[src/rtl/skid_fifo.sv]
// Elastic valid/ready buffer of DEPTH entries: a registered output stage backed by a
// (DEPTH-1)-entry ring. All handshake outputs are registered, so out_ready never reaches in_ready.
module skid_fifo #(
    parameter int DATA_WIDTH  = 32,
    parameter int DEPTH       = 4,
    parameter int ALMOST_FULL = 3
) (
    input  logic                       clk,
    input  logic                       reset,
    input  logic [DATA_WIDTH-1:0]      in_data,
    input  logic                       in_valid,
    output logic                       in_ready,
    output logic [DATA_WIDTH-1:0]      out_data,
    output logic                       out_valid,
    input  logic                       out_ready,
    output logic [$clog2(DEPTH+1)-1:0] count,
    output logic                       almost_full
);
    localparam int CW   = $clog2(DEPTH + 1);
    localparam int PW   = $clog2(DEPTH);
    localparam int RING = DEPTH - 1;

    localparam logic [CW-1:0] DEPTH_C = CW'(DEPTH);
    localparam logic [CW-1:0] AF_C    = CW'(ALMOST_FULL);
    localparam logic [PW-1:0] LAST    = PW'(DEPTH - 2);

    logic [DATA_WIDTH-1:0] ring [RING];
    logic [PW-1:0]         rd_ptr, wr_ptr;
    logic                  reset_asserted;

    logic          rx, tx, ring_empty, out_free, load, refill, fill_ring;
    logic [CW-1:0] next_count;

    always_comb begin
        rx         = in_valid & in_ready;
        tx         = out_valid & out_ready;
        // The output register holds one entry, so the ring is empty whenever count <= 1.
        ring_empty = (count <= CW'(1));
        out_free   = !out_valid | tx;
        load       = rx & out_free & ring_empty;
        refill     = tx & !ring_empty;
        fill_ring  = rx & !load;
        next_count = count;
        if (rx && !tx)
            next_count = count + CW'(1);
        else if (tx && !rx)
            next_count = count - CW'(1);
    end

    always_ff @(posedge clk or posedge reset) begin
        if (reset) begin
            count          <= '0;
            out_valid      <= 1'b0;
            in_ready       <= 1'b0;
            out_data       <= '0;
            almost_full    <= 1'b0;
            rd_ptr         <= '0;
            wr_ptr         <= '0;
            reset_asserted <= 1'b1;
        end else begin
            reset_asserted <= 1'b0;
            count          <= next_count;
            out_valid      <= (next_count != '0);
            in_ready       <= (next_count != DEPTH_C) & !reset_asserted;
            almost_full    <= (next_count >= AF_C);
            if (load)
                out_data <= in_data;
            else if (refill) begin
                out_data <= ring[rd_ptr];
                rd_ptr   <= (rd_ptr == LAST) ? '0 : rd_ptr + PW'(1);
            end
            if (fill_ring)
                wr_ptr <= (wr_ptr == LAST) ? '0 : wr_ptr + PW'(1);
        end
    end

    // Ring contents need no reset: the pointers and count define what is live.
    always_ff @(posedge clk) begin
        if (fill_ring)
            ring[wr_ptr] <= in_data;
    end
endmodule
[config.mk]
export PLATFORM = sky130hd
export DESIGN_NAME = skid_fifo
export DESIGN_NICKNAME = d
export VERILOG_FILES = /design/src/rtl/skid_fifo.sv
export SDC_FILE = /design/constraint.sdc
export NUM_CORES = 1
export LEC_CHECK = 0
export CELL_PAD_IN_SITES_DETAIL_PLACEMENT = 1
export CELL_PAD_IN_SITES_GLOBAL_PLACEMENT = 2
export CORE_MARGIN = 3
export CORE_UTILIZATION = 40
export CTS_CLUSTER_SIZE = 16
export DETAILED_ROUTE_END_ITERATION = 10
export GPL_TIMING_DRIVEN = 0
export MAX_ROUTING_LAYER = met4
export PLACE_DENSITY = 0.91
export RECOVER_POWER = 100
export SYNTH_ARGS = -nofsm -noshare
export SYNTH_HDL_FRONTEND = slang
export SYNTH_SLANG_ARGS = --single-unit
[constraint.sdc]
create_clock -name clk -period 11 [get_ports clk]
set_clock_uncertainty 0.05 [all_clocks]
set_input_delay 2.2 -clock clk [delete_from_list [all_inputs] [get_ports clk]]
set_output_delay 2.2 -clock clk [all_outputs]
set_load 0.005 [all_outputs]
== Word-level counts from Yosys, hierarchy flattened ==
Memory sizes are Yosys's and may differ from the RTL's.
Index checks and enable logic that the tools add are counted.

* Output and inout bits: 38
* Input port bits: 36
* Memories: 1
* Bits in registers: 43
* RAM bits: 96

* $add $sub $neg: 4
* Equal/unequal tests: 3
* Multiplexer cells: 8
* Reduce and logical (&&, ||, !) cells: 11
* Order comparisons: 2
* Bitwise operators: 9

{| class="wikitable"
|+ Memory list
! name !! words !! bits a word !! rd ports !! clocked after memory_dff !! write ports !! line !! source
|-
| ring || 3 || 32 || 1 || 0 || 1 || 27 || <nowiki>logic [DATA_WIDTH-1:0] ring [RING];</nowiki>
|}

{| class="wikitable"
|+ Operator list
! cell !! number
|-
| 2-to-1 mux 32 bit || 2
|-
| AND 1 bit || 7
|-
| zero test 1 bit || 6
|-
| 2-to-1 mux 3 bit || 2
|-
| adder 2 x 1 -> 2 bit (second input constant) || 2
|-
| equality test 2 bit (second input constant) || 2
|-
| 2-to-1 mux 2 bit || 2
|-
| adder 3 x 1 -> 3 bit (second input constant) || 1
|-
| >= comparator 3 x 2 -> 1 bit (second input constant) || 1
|-
| less-or-equal comparator 3 x 1 -> 1 bit (second input constant) || 1
|-
| != test 3 bit (second input constant) || 1
|-
| nonzero test 3 bit || 1
|-
| subtractor 3 x 1 -> 3 bit (second input constant) || 1
|-
| logical AND 1 bit || 2
|-
| 2-to-1 mux 1 bit || 2
|-
| AND reduction 2 bit || 1
|-
| nonzero test 2 bit || 1
|-
| NOT 1 bit || 1
|-
| OR 1 bit || 1
|}

== Longest topological paths before layout ==
Gate-level depths: netlist of the first run.

* Depth in word-level cells: 8
* Gate-level depth with buffers: 6
* Gate-level depth less buffers: 6

== Worst setup path after synthesis of the first run ==
OpenSTA, ideal clock, no wires.

* Kind: input -> register
* Start: input port in_valid
* End: memory ring[1][0] (enable)
* Cell stages on the path: 3
* Setup slack: 5.453 ns
* Path buffers: 0
* Library setup time: 0.470 ns
* Arrival: 5.026 ns
* Cells stage by stage: nand2_1 a21o_1 nor3b_1

* Word-level cells in the longest chain between the ends: 7

{| class="wikitable"
|+ Ends and longest elaborated chain
! item !! line !! source
|-
| from (decl) || 11 || <nowiki>input logic in_valid,</nowiki>
|-
| AND 1 bit (*) || 35 || <nowiki>rx = in_valid & in_ready;</nowiki>
|-
| AND 1 bit (2 in series) || 40 || <nowiki>load = rx & out_free & ring_empty;</nowiki>
|-
| zero test 1 bit || 42 || <nowiki>fill_ring = rx & !load;</nowiki>
|-
| AND 1 bit (*) || 42 ||
|-
| 2-to-1 mux 1 bit (*) || 79 || <nowiki>if (fill_ring)</nowiki>
|-
| 2-to-1 mux 1 bit (not written as such) (*) || 80 || <nowiki>ring[wr_ptr] <= in_data;</nowiki>
|-
| to (decl) || 27 ||
|}

Every way passes the cells marked *; elsewhere a longest branch is shown, timed or not.

== Final worst setup path of the first run ==
* Start: input port in_valid
* End: memory ring[0][31] (enable)

The elaborated chain is that of the path after synthesis.

==> results of run 1 <==
[cell usage in the layout (no fill, tap or decap), types with 2 or more instances in the layout]
master,count
nand3_1,2
ha_1,2
mux2i_1,33
inv_1,4
buf_2,7
clkinv_4,2
o21ai_0,38
bufinv_16,6
xnor2_1,3
clkbuf_16,17
dlygate4sd3_1,73
clkinvlp_4,2
nand2_1,99
dfrtp_1,42
nor2_1,33
edfxtp_1,96
buf_4,2
nand2b_1,2
a31oi_1,32
clkbuf_1,26
nor3b_1,2
a21o_1,5
[sequential cells by signal (all words and copies together) (netlist names)]
signal and cells:
in_ready 1, count 3, rd_ptr 2, ring 96
wr_ptr 2, out_data 32, reset_asserted 1, almost_full 1
out_valid 1
[layout make-up]
type                            count  area (sq um)
Buffer                             23           103
Tap cell                          176           220
Clock buffer                       20           447
Timing Repair Buffer               84           772
Sequential cell                   139          3960
Multi-Input combinational cell    267          1460
Inverter                            4          15.0
Fill cell                        1370          6200
Clock inverter                     12           221
[worst max-delay path: cells and delay by family]
| kind | cells | cell delay [ps] |
|---|---|---|
| buf+inv | 4 | 2050 |
| simple gates | 2 | 1020 |
| compound gates | 1 | 250 |
[stage by stage]
stage                     hold slack [ps]  total power, mW  utilization  setup WS, ps
after floorplan                       421             1.09            -          5450
final                                 483             1.98        0.537          5470
after detailed placement              493             1.40        0.497          6210
after global placement                429             1.35        0.486          2870
after global routing                  504             2.09        0.537          5270
after CTS                             505             2.05        0.547          6630
[where the power goes]
| part | switching, mW | internal (mW) |
|---|---|---|
| clock | 0.214 | 0.431 |
| sequential | 0.0627 | 0.686 |
| combinational | 0.333 | 0.258 |
| total | 0.610 | 1.37 |
[Yosys cell counts, types with 2 or more instances]
cell type  number  area, sq um
dfrtp_1        42         1050
buf_4           3         22.5
nor2_1         33          124
nand2_1        99          372
nand3_1         2         10.0
ha_1            2         25.0
a31oi_1        32          200
xnor2_1         3         26.3
inv_1           4         15.0
clkbuf_1        9         33.8
edfxtp_1       96         2880
buf_2          10         50.1
nor3b_1         2         15.0
nand2b_1        2         12.5
mux2i_1        33          330
o21ai_0        38          190
a21o_1          5         37.5
[path summary, 6_finish.rpt]
kind	start	endpoint	slack [ps]	depth (start not counted)
worst max-delay path	in_valid	ring[0][31]	5470	7
worst min-delay path	reset_asserted	in_ready	480	1
worst max register to register	in_ready	ring[0][31]	7450	6
worst min register to register	reset_asserted	in_ready	480	1
max in group asynchronous	reset	out_data[15]	6560	3
min in group asynchronous	reset	out_data[30]	2250	2
[logic make-up (layout without fill, tap and decap cells)]
logic type,Yosys count,after routing,synth area share
simple gates,145,145,0.105
flops,139,139,0.712
compound gates,81,81,0.0875
mux,34,34,0.0614
buf+inv,27,143,0.0225
xor+xnor,4,4,0.00630
fa+ha+maj,2,2,0.00450
other cells,1,1,0.000674
[layer usage]
metal	GRT usage	vias up	share of wire
li1	-	1759	-
met1	0.246	1967	0.42
met2	0.366	83	0.53
met3	0.0422	21	0.030
met4	0.0910	0	0.019
met5	-	-	0
==> run summary, run 1 <==
The minimum period implied by the final worst setup slack came out at 5530 ps. The maximum achievable frequency is 181 MHz. The full die area came out at 0.0154 sq mm. The number of sinks driven by the clock tree came out at 139. Yosys mapped a number of flops with a built-in enable equal to 96. The layout net count came out at 574. The die is 124 um wide. The share of final-layout standard cells stronger than drive strength 1 is 0.0783.

The number of DRC violations after detailed-routing iteration 0 came out at 279. The longest individual stage delay on the worst path is 820 ps. The class of the worst hold path is flop to flop. The share of the Yosys chip area taken by registers is 0.712. Among all flip-flop cells after synthesis, the most frequent one is edfxtp_1.

The clock tree synthesis step divided the H-tree into 4 levels. The checks that failed: max-capacitance violations, max-slew violations. Entering global routing, the biggest net connects 30 pins. The total setup buffers inserted after CTS came out at 0. The number of warnings issued by yosys came out at 0.

Summed over all layers, the routed wires come to 14,900 um. The worst supply voltage drop on vdd came out at 0.000139 V. Row generation in the floorplan step produced 42 rows. Setup repair after global routing left no endpoint under its margin. The biggest fanout along the worst timing path came out at 8. Synthesis produced 433 cells. The area inside the core boundary is 0.0134 sq mm. The worst-skew pair later-pin latency is 410 ps. The count of port buffers added during placement came out at 73. The diode insertion count for antenna repair came out at 0.

The die height is 124 um. The leakage power total came out at 2.64 nW. The via count of the first global-routing pass is 4,275. The initial core utilization came out at 0.415. In the final routed layout, each cell accounts on average for 20.5 um. The final global-route overflow total came out at 0. With fillers left out, the area of the finished cells amounts to 0.00720 sq mm. The cell area after placement came out at 0.00666 sq mm. STA classifies the critical path endpoint as a flop.

The number of resized instances in the post-cts repair step came out at 0. The final hold violation count is 0. The total routing usage reported by global routing is 0.214. In the routed layout, each cell is associated on average with a via count of 5.28. The kind of critical path is primary input to flop.

CTS placed an instance of clkbuf_16 at the clock tree root. The final route contains 3,830 vias. The number of standard cells in the final layout excluding fillers came out at 725. The sum of negative setup slack came out at 0 ps. 74 I/O pins were placed. The async set-reset flop share out of synthesis came out at 0.309. STA classifies the critical path startpoint as a primary input. The post-route DRC violation count is 0. The initial antenna violation count is 0. The register bit count reported by yosys came out at 139. After synthesis, the netlist uses 35 different library cells. The last weighted congestion value of the routability-driven placer came out at 0.739.

The critical path data arrival time is 5530 ps. Compared with the post-synthesis result, the final layout area differs by 29.5%. The cell total after placement is 693. The max-slew violation total from the final report is 41. The most numerous cell type found on the critical path is clkbuf_1. The post-synthesis instance area came out at 0.00556 sq mm. The hold buffer count at cts came out at 0. TritonCTS built the clock tree. The critical path required time came out at 10,990 ps. The clock buffer count from CTS came out at 17. The post-route antenna net violation count came out at 0.

The post-synthesis average cell area came out at 12.8 sq um. The net count of the mapped netlist came out at 471. The run finished, with violations left. The signal on the critical path passes through dlygate4sd3_1 -> nand2_1 -> a21o_1 -> nor3_1 -> clkbuf_1 -> clkbuf_1 -> clkbuf_1. The slowest stage of the critical path belongs to the cell nor3_1. The relative max-transition margin is -0.200.

The number of max-cap violations is 2. The number of iterations in the first detailed-routing pass is 4. The first global-routing pass estimated 23,300 um of wire. The total setup violations reported at the end of the flow came out at 0.

Clock-pin slew was measured on the worst setup and hold paths at 50 ps. The final HPWL from detailed placement came out at 9540 um. The final worst-path cycle share is 0.503.

The buffer levels on the longest clock path is 2. For the pin with the worst max-slew slack, the measured transition is 1800 ps. The power per cell area is 276 mW/mm^2.
(Power assumes the default switching activity.)
==> inputs of run 2 (changes only) <==
--- a/config.mk
+++ b/config.mk
@@ -8,12 +8,12 @@
 export CELL_PAD_IN_SITES_DETAIL_PLACEMENT = 1
 export CELL_PAD_IN_SITES_GLOBAL_PLACEMENT = 2
 export CORE_MARGIN = 3
-export CORE_UTILIZATION = 40
+export CORE_UTILIZATION = 34
 export CTS_CLUSTER_SIZE = 16
 export DETAILED_ROUTE_END_ITERATION = 10
 export GPL_TIMING_DRIVEN = 0
 export MAX_ROUTING_LAYER = met4
-export PLACE_DENSITY = 0.91
+export PLACE_DENSITY = 0.83
 export RECOVER_POWER = 100
 export SYNTH_ARGS = -nofsm -noshare
 export SYNTH_HDL_FRONTEND = slang
==> constraint.sdc (replaced) <==
create_clock -name clk -period 4.5 [get_ports clk]
set_clock_uncertainty 0.05 [all_clocks]
set_input_delay 0.9 -clock clk [delete_from_list [all_inputs] [get_ports clk]]
set_output_delay 0.9 -clock clk [all_outputs]
set_load 0.005 [all_outputs]
==> run 2 against run 1 <==
Effect of this change: the run still ends with max-capacitance violations, max-slew violations left; combinational power increased by 140%; via count decreased by 2.3%; count of clock-buffer cells in the layout increased by 2.
==> run summary, run 2 (synthesis gave the netlist of run 1 again) <==
Failing checks: max-capacitance violations, max-slew violations (unchanged). The endpoint of the lowest-slack register-to-register path was ring[0][31] (unchanged). The max-slew violation total from the final report was 39 (was 41). The share of final-layout standard cells stronger than drive strength 1 came out at 0.0839 (was 0.0783).

The leakage power total came out at 2.63 nW (was 2.64 nW). The endpoint with the worst hold slack is in_ready (unchanged). The worst path in the final design needs a cycle of 3720 ps, including I/O delays and setup. The power per cell area came out at 637 mW/mm^2 (was 276 mW/mm^2). The post-route DRC violation count came out at 0 (unchanged). The area growth from synthesis to layout is 29.4% (was 29.5%). Leading cell types in the layout, fill and taps excluded: 99 x nand2_1, 96 x edfxtp_1, 73 x dlygate4sd3_1 (unchanged). The die width is 134 um (was 124 um).

The total setup violations reported at the end of the flow came out at 0 (unchanged). The via count of the first global-routing pass was 4,129 (was 4,275). The dominant cell type by count on the critical path is buf_6 (was clkbuf_1). The worst supply voltage drop on vdd is 0.000368 V (was 0.000139 V).

The area inside the core boundary came to 0.0159 sq mm (was 0.0134 sq mm). The H-tree level count is 4 (unchanged). RSZ-0062 raised after global routing: false (unchanged). The TritonCTS clock tree is yes (unchanged). The average via count per standard cell is 4.90 (was 5.28). Series of cell instances along the critical path: dlygate4sd3_1 -> nand2_1 -> a21o_1 -> nor3_1 -> clkbuf_1 -> buf_6 -> buf_6 (was dlygate4sd3_1 -> nand2_1 -> a21o_1 -> nor3_1 -> clkbuf_1 -> clkbuf_1 -> clkbuf_1). The number of iterations in the first detailed-routing pass came out at 4 (unchanged).

The wire length per cell after detailed routing is 18.2 um (was 20.5 um). The total area of sequential cells is 0.00396 sq mm (unchanged). The number of DRC violations after detailed-routing iteration 0 came out at 193 (was 279).

The global-route wire length before repair came out at 22,200 um (was 23,300 um). The endpoint kind of the worst setup timing path is a flop (unchanged). The worst setup slack after placement was 928 ps (was 6210 ps). The transition time at the pin with the least slew margin came out at 1890 ps (was 1800 ps).

The initial antenna violation count was 0 (unchanged). The number of resized instances in the post-cts repair step is 0 (unchanged). Registers with the most flip-flops: ring: 96 flops, out_data: 32 flops, count: 3 flops (unchanged). The diode insertion count for antenna repair is 0 (unchanged). The total area of multi-input combinational cells is 0.00147 sq mm (was 0.00146 sq mm).

The number of filler cells placed in the layout came to 1,682 (was 1,370). The hold buffer count at cts is 0 (unchanged). The critical path required time came to 4580 ps (was 10,990 ps).

The total routing usage reported by global routing is 0.167 (was 0.214). The reported net switching power is 1.43 mW (was 0.610 mW). The count of port buffers added during placement came out at 73 (unchanged). The slowest cell on the critical path is nor3_1 (unchanged). The clock buffer count from CTS is 17 (unchanged). The largest delay contributor family on the critical path is buffers and inverters (unchanged). The maximum number of pins on one net before global-route repair is 31 (was 30). The most common library cell in the layout ignoring fill and taps is nand2_1 (unchanged).

The critical path data arrival time was 3800 ps (was 5530 ps). The kind of critical path is primary input to flop (unchanged). The total power draw was 4.59 mW (was 1.98 mW). Outcome: finished, violations left (unchanged). The full die area is 0.0179 sq mm (was 0.0154 sq mm). The relative max-transition margin is -0.262 (was -0.200).

The largest register by flop count is ring (unchanged). The number of buffers and inverters on the critical path is 4 (unchanged). The initial core utilization came out at 0.349 (was 0.415). The share of total power in the clock network came out at 0.291 (was 0.325). The total setup buffers inserted after CTS is 0 (unchanged). The number of stages on the worst hold path came out at 1 (unchanged). Of the available clock period, the critical path in the final layout requires 0.827. The startpoint class of the critical path is a primary input (unchanged). The worst reg2reg path depth was 6 (unchanged). The cell area after placement is 0.00672 sq mm (was 0.00666 sq mm). The number of max-cap violations is 2 (unchanged).

The number of flip-flops in the largest register is 96 (unchanged). The worst-skew pair later-pin latency is 420 ps (was 410 ps). The smallest setup slack after layout is 781 ps (was 5470 ps). The buffer levels on the longest clock path is 2 (unchanged).

The number of top-level pins came out at 74 (unchanged). The layout net count is 574 (unchanged). The biggest fanout along the worst timing path came out at 8 (unchanged). The routed wire length is 13,900 um (was 14,900 um). The number of sinks driven by the clock tree was 139 (unchanged). The final hold violation count came out at 0 (unchanged). The switching power share of the total was 0.312 (was 0.307).

The cell chosen for the clock root is clkbuf_16 (unchanged). The post-route standard cell area excluding fillers came out at 0.00720 sq mm (about the same). The longest individual stage delay on the worst path came to 950 ps (was 820 ps).

The clock input transition at the sequential cells of the worst setup and hold paths was 50 ps (about the same). The reg-to-reg setup timing slack is 1460 ps (was 7450 ps). The worst-case hold slack came out at 454 ps (was 483 ps). The detailed-route via count came to 3,743 (was 3,830). The class of the worst hold path is flop to flop (unchanged). The sequential share of power is 0.397 (was 0.377). The die height is 134 um (was 124 um).

The origin of the critical flop-to-flop path is count[1] (was in_ready). The last weighted congestion value of the routability-driven placer came out at 0.759 (was 0.739). The final HPWL from detailed placement is 9480 um (was 9540 um).

The cell-internal power is 3.15 mW (was 1.37 mW). The number of rows created at floorplan was 46 (was 42). The post-route antenna net violation count was 0 (unchanged). The combinational group share of total power came out at 0.312 (was 0.298). The final global-route overflow total is 0 (unchanged). The source of the worst hold timing path is reset_asserted (unchanged).

Timing would allow up to 269 MHz.
## run 2: per-stage QoR
| stage | cells | TNS, ps | utilization |
|---|---|---|---|
| 5_1_grt | 764 | 0 | 0.451 |
| 3_5_place_dp | 733 | 0 | 0.421 |
| 2_1_floorplan | 433 | 0 | - |
| 6_report | 764 | 0 | 0.451 |
| 3_3_place_gp | 722 | -213390 | 0.412 |
| 4_1_cts | 764 | 0 | 0.456 |
## run 2: metal layers
layer | routed length [um] | GRT usage
met5 | 0 | -
met4 | 189 | 0.0531
met3 | 469 | 0.0435
met2 | 7120 | 0.280
met1 | 6090 | 0.199
## run 2: worst max-delay path by stage
stage,startpoint,end,cells past startpoint
6_report,in_valid,ring[0][31],7
5_1_grt,in_valid,ring[0][31],7
4_1_cts,in_valid,ring[0][31],7
3_5_place_dp,in_valid,ring[0][28],7
3_3_place_gp,in_valid,ring[1][28],4
2_1_floorplan,in_valid,ring[1][0],3
## run 2: layout make-up
| class | count | area share |
|---|---|---|
| sequential | 139 | 0.550 |
| multi-input combinational | 267 | 0.204 |
| timing repair buffer | 84 | 0.114 |
| clock buffer | 22 | 0.0645 |
| tap | 216 | 0.0376 |
| buffer | 23 | 0.0143 |
| clock inverter | 9 | 0.0132 |
| inverter | 4 | 0.00209 |
## run 2: power groups by stage
| stage | Clock [mW] | Combinational, mW | Sequential [mW] |
|---|---|---|---|
| after floorplan | 0 | 0.818 | 1.84 |
| after CTS | 1.37 | 1.57 | 1.83 |
| after detailed placement | 0 | 1.56 | 1.86 |
| after global placement | 0 | 1.46 | 1.86 |
| after global routing | 1.42 | 1.60 | 1.86 |
| final | 1.34 | 1.43 | 1.82 |
